### src/rtl/spiflash_read_master.sv
// SPI-flash read initiator: mode 0, single-bit I/O.
// Sends READ_CMD plus a word-aligned 24-bit address, then shifts in one 32-bit word.
// The word is returned on a request/ack port with little-endian byte order.
module spiflash_read_master #(
  parameter int unsigned CLK_DIV  = 2,
  parameter int unsigned CSB_IDLE = 4,
  parameter logic [7:0]  READ_CMD = 8'h03
) (
  input  logic        core_clk,
  input  logic        core_rstn,
  input  logic        req,
  input  logic [23:0] addr,
  output logic        busy,
  output logic        ack,
  output logic [31:0] rdata,
  output logic        flash_csb,
  output logic        flash_clk,
  output logic        flash_io0_do,
  output logic        flash_io0_oeb,
  input  logic        flash_io1_di
);

  localparam int unsigned DIV_W  = (CLK_DIV > 1) ? $clog2(CLK_DIV) : 1;
  localparam int unsigned IDLE_W = $clog2(CSB_IDLE + 1);
  localparam logic [DIV_W-1:0]  DIV_LAST = DIV_W'(CLK_DIV - 1);
  localparam logic [IDLE_W-1:0] IDLE_MAX = IDLE_W'(CSB_IDLE);

  typedef enum logic [2:0] {
    S_IDLE,
    S_SETUP,
    S_SHIFT,
    S_HOLD,
    S_DONE
  } state_t;

  state_t              state;
  logic [DIV_W-1:0]    div_cnt;
  logic [6:0]          bit_cnt;
  logic [IDLE_W-1:0]   idle_cnt;
  logic [31:0]         tx_sr;
  logic [31:0]         rx_sr;
  logic                div_last;
  logic                idle_ok;
  logic [6:0]          bit_nxt;

  assign div_last = (div_cnt == DIV_LAST);
  assign idle_ok  = (idle_cnt == IDLE_MAX);
  assign bit_nxt  = bit_cnt + 7'd1;

  // Transfer sequencer: divider, bit counter, shift registers and all pin outputs.
  always_ff @(posedge core_clk) begin
    if (!core_rstn) begin
      state         <= S_IDLE;
      div_cnt       <= '0;
      bit_cnt       <= '0;
      idle_cnt      <= IDLE_MAX;
      tx_sr         <= '0;
      rx_sr         <= '0;
      busy          <= 1'b0;
      ack           <= 1'b0;
      rdata         <= '0;
      flash_csb     <= 1'b1;
      flash_clk     <= 1'b0;
      flash_io0_do  <= 1'b0;
      flash_io0_oeb <= 1'b1;
    end else begin
      ack <= 1'b0;
      // Count cycles spent with csb high, saturating once the gap is long enough.
      if (flash_csb && !idle_ok) idle_cnt <= idle_cnt + 1'b1;

      case (state)
        S_IDLE: begin
          busy <= 1'b0;
          if (req && idle_ok) begin
            state         <= S_SETUP;
            busy          <= 1'b1;
            flash_csb     <= 1'b0;
            flash_clk     <= 1'b0;
            flash_io0_oeb <= 1'b0;
            flash_io0_do  <= READ_CMD[7];
            tx_sr         <= {READ_CMD, addr & 24'hFFFFFC};
            div_cnt       <= '0;
            bit_cnt       <= '0;
          end
        end

        S_SETUP: begin
          if (div_last) begin
            state   <= S_SHIFT;
            div_cnt <= '0;
          end else begin
            div_cnt <= div_cnt + 1'b1;
          end
        end

        S_SHIFT: begin
          if (!div_last) begin
            div_cnt <= div_cnt + 1'b1;
          end else begin
            div_cnt <= '0;
            if (!flash_clk) begin
              // Rising edge: the data phase samples MISO here.
              flash_clk <= 1'b1;
              if (bit_cnt[5]) rx_sr <= {rx_sr[30:0], flash_io1_di};
            end else begin
              // Falling edge: advance to the next bit and update MOSI while clk is low.
              flash_clk <= 1'b0;
              if (bit_cnt == 7'd63) begin
                state <= S_HOLD;
              end else begin
                bit_cnt <= bit_nxt;
                tx_sr   <= {tx_sr[30:0], 1'b0};
                if (bit_nxt[5]) begin
                  flash_io0_oeb <= 1'b1;
                  flash_io0_do  <= 1'b0;
                end else begin
                  flash_io0_do  <= tx_sr[30];
                end
              end
            end
          end
        end

        S_HOLD: begin
          if (div_last) begin
            state     <= S_DONE;
            div_cnt   <= '0;
            flash_csb <= 1'b1;
            idle_cnt  <= IDLE_W'(1);
          end else begin
            div_cnt <= div_cnt + 1'b1;
          end
        end

        S_DONE: begin
          state <= S_IDLE;
          ack   <= 1'b1;
          rdata <= {rx_sr[7:0], rx_sr[15:8], rx_sr[23:16], rx_sr[31:24]};
        end

        default: state <= S_IDLE;
      endcase
    end
  end

endmodule

### config.mk
export PLATFORM = sky130hd
export DESIGN_NAME = spiflash_read_master
export DESIGN_NICKNAME = d
export VERILOG_FILES = /design/src/rtl/spiflash_read_master.sv
export SDC_FILE = /design/constraint.sdc
export NUM_CORES = 1
export LEC_CHECK = 0
export BUFFER_PORTS_ARGS = -buffer_cell sky130_fd_sc_hd__buf_2
export CORE_ASPECT_RATIO = 1.2
export CORE_MARGIN = 10
export CORE_UTILIZATION = 25
export CTS_CLUSTER_DIAMETER = 50
export CTS_CLUSTER_SIZE = 8
export DETAILED_ROUTE_END_ITERATION = 8
export MAX_ROUTING_LAYER = met4
export PLACE_DENSITY = 0.44
export SLEW_MARGIN = 10
export SYNTH_ARGS = -nofsm -noshare
export SYNTH_HDL_FRONTEND = slang
export SYNTH_SLANG_ARGS = --single-unit
### constraint.sdc
create_clock -name core_clk -period 1.7 [get_ports core_clk]
set_clock_uncertainty 0.1 [all_clocks]
set_input_delay 0.255 -clock core_clk [delete_from_list [all_inputs] [get_ports core_clk]]
set_output_delay 0.255 -clock core_clk [all_outputs]
set_load 0.1 [all_outputs]
==> results by group, run 1 <==
Outcome
  – Result of the run: finished clean

CTS
  – Buffer levels on the longest clock path: 2
  – TritonCTS Sinks: roughly 110
  – CTS buffer count: 17
  – H-tree depth reported by CTS: 4
  – Clock transition at the registers of the reported paths: ~0.06 ns
  – Clock tree from TritonCTS: done
  – Clock network latency to the later pin of the worst-skew pair: 0.41 ns
  – Master cell of the clock root buffer: sky130_fd_sc_hd__clkbuf_16

Place
  – Cell area reported after detailed placement: around 5300 um2
  – Total of buffers placed on input and output ports: 63
  – Half-perimeter wire length after placement: between 7 and 8 mm
  – Final RePlAce weighted congestion: a little under 0.8
  – Number of placed instances with taps included: approximately 800
  – Post-Place Worst Slack: -0.0576 ns

Pwr
  – Leakage: approximately 2.3 nW
  – Maximum VDD drop: 0.637 mV
  – Power consumption: between 8 and 9 mW
  – Power density normalized to cell area: ~1300 nW/um2

STA
  – Max-slew violation count: 0
  – Post-route fraction of the period consumed by the critical path: a little over nine tenths
  – Actual slew at the worst max-slew pin: 0.540 ns
  – Unrepaired setup endpoints after global routing: true
  – Final Hold Violating Endpoints: 0
  – Hold slack final: 0.0307 ns
  – Time the final worst path needs with I/O delays and setup: between 1.5 and 2 ns
  – Slew headroom: approximately 64%
  – Maximum achievable frequency: 608 MHz
  – Final Setup Violations: 0
  – Setup ws final: roughly 0.056 ns

Flow run
  – Max Cap Viol: 0

Global routing
  – Total GRT Usage: under 10%
  – Vias in the first global route: 3888
  – Fraction of met1 tracks used by global routing: ~11%
  – Wire length of the first global-routing pass: ~19 mm
  – Met3 usage in global routing: 3.05%
  – Met2 Usage GRT: approximately 16%
  – Pin count of the biggest net entering global routing: 55
  – Initial antenna violation count: 0
  – Busiest layer in global routing: met2
  – Total grt overflow: 0

Floorplanning
  – Initial standard-cell utilization of the core: between 20 and 30%
  – Die boundary width: approximately 140 um
  – Area enclosed by the die boundary: roughly 24000 um2
  – I/O pin total: between 60 and 70
  – Placement Rows: 54
  – Floorplan Core Area: ~18000 um2
  – Vertical die dimension: ~170 um

Final layout
  – Number of inserted diodes: 0
  – Share of cells above drive strength 1: between 20 and 30%
  – Signed area change from the synthesized netlist to the final layout: 34.5%
  – Non-filler instance count after layout: about 840
  – Number of filler cells placed in the layout: roughly 1900
  – Final cell area excluding filler cells: about 6200 um2
  – Nets@finish: between 600 and 700

Critical path
  – Endpoint kind of the worst setup timing path: register
  – Maximum single-stage delay on the critical path: between 0.3 and 0.4 ns
  – Signal arrival time at the worst endpoint: about 1.9 ns
  – Worst EP required: between 1.5 and 2 ns
  – Worst-path fanout max: 6
  – Slowest stage cell, crit path: sky130_fd_sc_hd__and4bb_4
  – Worst setup SP type: register
  – Type of the worst setup path: register to register
  – Cells along the critical path: and4bb_4 > o211ai_4 > buf_4 > or3_1 > a21oi_2

Yosys
  – Share of flip-flops with an asynchronous set or reset after synthesis: 0%
  – Largest area contributor in the synthesized netlist: sky130_fd_sc_hd__dfxtp_1
  – Number of synthesized flops with an enable pin: 0
  – Post-synth top flop: sky130_fd_sc_hd__dfxtp_1
  – Sequential share of the synthesized area: just under 50%
  – Most used standard cells in the synthesized netlist: sky130_fd_sc_hd__nand2_1, sky130_fd_sc_hd__dfxtp_1, sky130_fd_sc_hd__a21boi_0
  – Number of synthesized register bits: 113
  – Cell types with the largest area share after synthesis: sky130_fd_sc_hd__dfxtp_1, sky130_fd_sc_hd__nand2_1, sky130_fd_sc_hd__a21boi_0
  – Syn_nets: about 550
  – Top-count cell post-synth: sky130_fd_sc_hd__nand2_1
  – Syn Std Cell Area: 4610 um2
  – Number of instances in the synthesized netlist: between 500 and 600
  – Mean cell area of the mapped netlist: 8.87 um2
  – Share of Yosys cell area claimed by the top area cell type: about half
  – Count of yosys warnings during synthesis: 0
  – Number of distinct library cell variants in the gate-level netlist after synthesis: 43

Route
  – Remaining DRCs: 0
  – Drt first-iter violations: 185
  – Count of nets left with antenna violations after detail routing: 0
  – Mean number of vias per cell: 4.55
  – TritonRoute pass-1 iters: 4
  – Routed wire length: between 10 and 15 mm
  – Mean routed wirelength per cell: around 13 um
  – DR vias: between 3000 and 4000

Hold path
  – Hold WC Path Type: primary input to register
[what timing repair did]
action | CTS | global route
gates resized for setup | 4 | 27
hold endpoints to repair | 2 | 0
hold buffers | 2 | 0
pin swaps | 2 | 6
gates cloned | 0 | 2
setup buffers | 2 | 7
setup endpoints to repair | 31 | 37
[state kept, by name, indices dropped and copies added, names as in the netlist, 3 cells and up]
signal	cells
bit_cnt	7
idle_cnt	3
rdata	32
rx_sr	32
state	3
tx_sr	29
[layer usage]
layer / part of all wire, % / wire (um) / vias up
li1: - / - / 1945
met1: 45 / 5080 / 1786
met2: 49 / 5580 / 71
met3: 4.1 / 467 / 16
met4: 1.4 / 158 / 0
met5: 0 / 0 / -
[critical path, delay by kind of cell (launching register included)]
kind	cells	cell delay [ns]
flops	1	0.32
simple gates	2	0.74
buf+inv	1	0.17
compound gates	2	0.24
[per-stage QoR]
stage | utilization, % | TNS, ns
6_report | 34.1 | 0
5_1_grt | 34.1 | -0.185
4_1_cts | 33.1 | 0
2_1_floorplan | - | 0
3_3_place_gp | 29.0 | -0.241
3_5_place_dp | 29.0 | -0.708
[final timing paths]
path | start | cells after the start | end | slack (ns)
max | state[2] | 5 | bit_cnt[3] | 0.06
max reg2reg | state[2] | 5 | bit_cnt[3] | 0.06
min reg2reg | tx_sr[24] | 2 | tx_sr[25] | 0.35
min | addr[8] | 3 | tx_sr[8] | 0.03
[cell families (layout without fill, tap and decap cells)]
group | after synthesis | after routing | share of synthesized area [%]
xor+xnor | 4 | 4 | 0.760
fa+ha+maj | 3 | 3 | 0.814
mux | 1 | 1 | 0.244
buf+inv | 44 | 139 | 5.37
flops | 113 | 113 | 49.1
simple gates | 235 | 235 | 22.1
compound gates | 120 | 120 | 21.7
[power by group]
part	internal, mW	total, mW	switching, mW
Clock	2.79	4.05	1.26
Combinational	0.491	1.05	0.554
Sequential	2.81	2.92	0.111
Total	6.09	8.02	1.93
[layout make-up]
| cell class | count | area, um2 | share of cell area [%] |
|---|---|---|---|
| tap | 224 | 280 | 4.52 |
| clock inverter | 13 | 233 | 3.75 |
| inverter | 3 | 11.3 | 0.182 |
| timing repair buffer | 104 | 751 | 12.1 |
| sequential | 113 | 2270 | 36.6 |
| clock buffer | 19 | 443 | 7.14 |
| multi-input combinational | 363 | 2210 | 35.7 |
[placed cells by master, fill, tap and decap left out, drive strengths merged]
cell type | Yosys | final
o221ai | 21 | 21
and4b | 1 | 1
xor2 | 3 | 3
o211a | 1 | 1
and4bb | 1 | 1
nand3 | 11 | 11
nor3b | 4 | 4
ha | 3 | 3
nor2b | 2 | 2
a22oi | 1 | 1
xnor2 | 1 | 1
and2 | 2 | 2
dfxtp | 113 | 113
and3 | 4 | 4
a41o | 1 | 1
clkbuf | 16 | 20
or2 | 1 | 1
nand2 | 145 | 145
o211ai | 2 | 2
nand4 | 2 | 2
a31oi | 1 | 1
o21ai | 10 | 10
nor3 | 26 | 26
or3 | 4 | 4
inv | 3 | 4
o21a | 2 | 2
a21o | 1 | 1
a21boi | 75 | 75
dlygate4sd3 | 0 | 2
clkinv | 0 | 2
and3b | 1 | 1
a21oi | 5 | 5
clkinvlp | 0 | 4
nand3b | 2 | 2
buf | 25 | 101
nand2b | 1 | 1
bufinv | 0 | 6
mux2 | 1 | 1
nor2 | 28 | 28
Power figures use the tool's default switching activity.
==> run 2, diff against run 1 <==
--- a/config.mk
+++ b/config.mk
@@ -12,7 +12,6 @@
 export CTS_CLUSTER_DIAMETER = 50
 export CTS_CLUSTER_SIZE = 8
 export DETAILED_ROUTE_END_ITERATION = 8
-export MAX_ROUTING_LAYER = met4
 export PLACE_DENSITY = 0.44
 export SLEW_MARGIN = 10
 export SYNTH_ARGS = -nofsm -noshare
==> results by group, run 2 (synthesis results as in run 1) <==
Place
  – Half-perimeter wire length after placement: 7.25 mm (unchanged)
  – Final RePlAce weighted congestion: 0.762 (was 0.772)
  – Total of buffers placed on input and output ports: 63 (unchanged)
  – Cell area reported after detailed placement: 5280 um2 (unchanged)
  – Number of placed instances with taps included: 794 (unchanged)

Route
  – Detailed-routing wirelength on met1: 5.04 mm (was 5.08 mm)
  – Count of nets left with antenna violations after detail routing: 0 (unchanged)
  – DR WL met3: 545 um (was 467 um)
  – Remaining DRCs: 0 (unchanged)
  – Mean number of vias per cell: 4.53 (was 4.55)
  – Routed met2 length: 5.52 mm (was 5.58 mm)
  – DR vias: 3804 (was 3818)
  – TritonRoute pass-1 iters: 4 (unchanged)
  – Highest layer used for signal routing: met4 (unchanged)
  – Drt first-iter violations: 179 (was 185)
  – Routed wire length: 11.3 mm (about the same)
  – Mean routed wirelength per cell: 13.5 um (was 13.4 um)

Flow run
  – Max Cap Viol: 0 (unchanged)

Critical path
  – Cells along the critical path: and4bb_4 > o211ai_4 > buf_4 > or3_1 > a21oi_2 (unchanged)
  – Slowest stage cell, crit path: sky130_fd_sc_hd__and4bb_4 (unchanged)
  – Worst EP required: 1.94 ns (about the same)
  – Worst-path fanout max: 6 (unchanged)
  – Buffer and inverter count on the worst path: 1 (unchanged)
  – Type of the worst setup path: register to register (unchanged)
  – Maximum single-stage delay on the critical path: 0.38 ns (about the same)
  – Endpoint kind of the worst setup timing path: register (unchanged)
  – Gate family responsible for the most delay along the worst path: simple AND/OR/NAND/NOR gates (unchanged)
  – Worst setup SP type: register (unchanged)
  – Signal arrival time at the worst endpoint: 1.89 ns (about the same)

STA
  – Time the final worst path needs with I/O delays and setup: 1.64 ns (about the same)
  – Max-slew violation count: 0 (unchanged)
  – Actual slew at the worst max-slew pin: 0.536 ns (was 0.540 ns)
  – Unrepaired setup endpoints after global routing: true (unchanged)
  – Maximum achievable frequency: 608 MHz (about the same)
  – Final Setup Violations: 0 (unchanged)
  – Slew headroom: 64.5% (was 64.3%)
  – Final Hold Violating Endpoints: 0 (unchanged)
  – Post-route fraction of the period consumed by the critical path: 96.7% (about the same)

Pwr
  – Maximum VDD drop: 0.641 mV (was 0.637 mV)
  – Power density normalized to cell area: 1290 nW/um2 (about the same)
  – Combinational cell fraction of total power: 13.0% (about the same)
  – Net switching power of the design: 1.93 mW (about the same)
  – Sequential power share: 36.4% (about the same)
  – Sw Ratio: 24.1% (about the same)
  – Internal power consumption: 6.09 mW (about the same)
  – Leakage: 2.31 nW (unchanged)
  – Power consumption: 8.02 mW (about the same)
  – Clock share of power: 50.5% (about the same)

CTS
  – Clock transition at the registers of the reported paths: 0.05 ns (was 0.06 ns)
  – CTS buffer count: 17 (unchanged)
  – Clock network latency to the later pin of the worst-skew pair: 0.41 ns (about the same)
  – Buffer levels on the longest clock path: 2 (unchanged)
  – Master cell of the clock root buffer: sky130_fd_sc_hd__clkbuf_16 (unchanged)
  – H-tree depth reported by CTS: 4 (unchanged)
  – TritonCTS Sinks: 113 (unchanged)
  – Clock tree from TritonCTS: done (unchanged)

Global routing
  – Total grt overflow: 0 (unchanged)
  – Wire length of the first global-routing pass: 18.9 mm (about the same)
  – Initial antenna violation count: 0 (unchanged)
  – Total GRT Usage: 9.58% (was 9.87%)
  – Vias in the first global route: 3895 (was 3888)
  – Pin count of the biggest net entering global routing: 55 (unchanged)

Final layout
  – End-of-flow core utilization: 34.1% (unchanged)
  – Commonest non-fill, non-tap cells in the layout: sky130_fd_sc_hd__nand2_1, sky130_fd_sc_hd__dfxtp_1, sky130_fd_sc_hd__a21boi_0, sky130_fd_sc_hd__buf_2, sky130_fd_sc_hd__buf_4 (unchanged)
  – Signed area change from the synthesized netlist to the final layout: 34.5% (unchanged)
  – Leading cell type in the layout, fill and taps excluded: sky130_fd_sc_hd__nand2_1 (unchanged)
  – Non-filler instance count after layout: 839 (unchanged)
  – Share of cells above drive strength 1: 28.9% (unchanged)
  – Nets@finish: 633 (unchanged)
  – Registers with the most flip-flops: rdata: 32 flops, rx_sr: 32 flops, tx_sr: 29 flops (unchanged)
  – Number of inserted diodes: 0 (unchanged)
  – Final cell area excluding filler cells: 6200 um2 (unchanged)

Floorplanning
  – Area enclosed by the die boundary: 24300 um2 (unchanged)
  – Vertical die dimension: 169 um (unchanged)
  – Placement Rows: 54 (unchanged)
  – I/O pin total: 66 (unchanged)
  – Floorplan Core Area: 18200 um2 (unchanged)
  – Die boundary width: 144 um (unchanged)
  – Initial standard-cell utilization of the core: 25.4% (unchanged)

Outcome
  – Result of the run: finished clean (unchanged)

Hold path
  – Hold WC Path Type: primary input to register (unchanged)
==> run 2: cell counts in the layout (fill, tap and decap cells not counted) <==
Identical to the previous run, type by type.
==> run 2: metrics by stage <==
step / worst slack [ns] / hold WS [ns] / setup TNS (ns)
final: 0.0555 / 0.0311 / 0
after global routing: -0.0263 / 0.0291 / -0.181
after CTS: 0.00385 / 0.00878 / 0
after detailed placement: -0.0576 / 0.350 / -0.708
after global placement: -0.0299 / 0.345 / -0.241
after floorplan: 0.0336 / 0.300 / 0
==> run 2: cell type report <==
class	instances	area [um2]
Multi-Input combinational cell	363	2210
Timing Repair Buffer	104	751
Sequential cell	113	2270
Clock buffer	19	443
Tap cell	224	280
Fill cell	1886	12000
Inverter	3	11.3
Clock inverter	13	233
==> run 2: worst paths after layout <==
check,cells after the start,slack [ns],end,start
min,3,0.03,tx_sr[8],addr[8]
max,5,0.06,bit_cnt[3],state[2]
min reg2reg,2,0.35,tx_sr[25],tx_sr[24]
max reg2reg,5,0.06,bit_cnt[3],state[2]
==> run 2: power groups by stage <==
stage	Combinational [mW]	Clock (mW)	Sequential [mW]
2_1_floorplan	0.556	0	3.05
3_3_place_gp	0.861	0	2.96
3_5_place_dp	0.885	0	2.96
4_1_cts	0.891	4.18	2.91
5_1_grt	1.16	4.31	2.93
6_report	1.05	4.05	2.92
==> run 2: repair_timing <==
item	4_1_cts	5_1_grt
hold buffers	2	0
gates cloned	0	2
endpoints found under the hold margin	2	0
resized for setup	4	27
setup endpoints to repair	31	37
buffers inserted	2	7
pin swaps	2	6
==> run 2: metal layers <==
| metal | vias up | GRT usage (%) |
|---|---|---|
| li1 | 1940 | - |
| met3 | 17 | 3.08 |
| met2 | 59 | 15.8 |
| met1 | 1788 | 11.0 |
| met5 | - | 0 |
| met4 | 0 | 4.40 |
==> run 2: worst register-to-register path: stages, from the launching register on <==
cell	delay, ns
sky130_fd_sc_hd__dfxtp_1	0.32
sky130_fd_sc_hd__and4bb_4	0.38
sky130_fd_sc_hd__o211ai_4	0.13
sky130_fd_sc_hd__buf_4	0.17
sky130_fd_sc_hd__or3_1	0.36
sky130_fd_sc_hd__a21oi_2	0.12
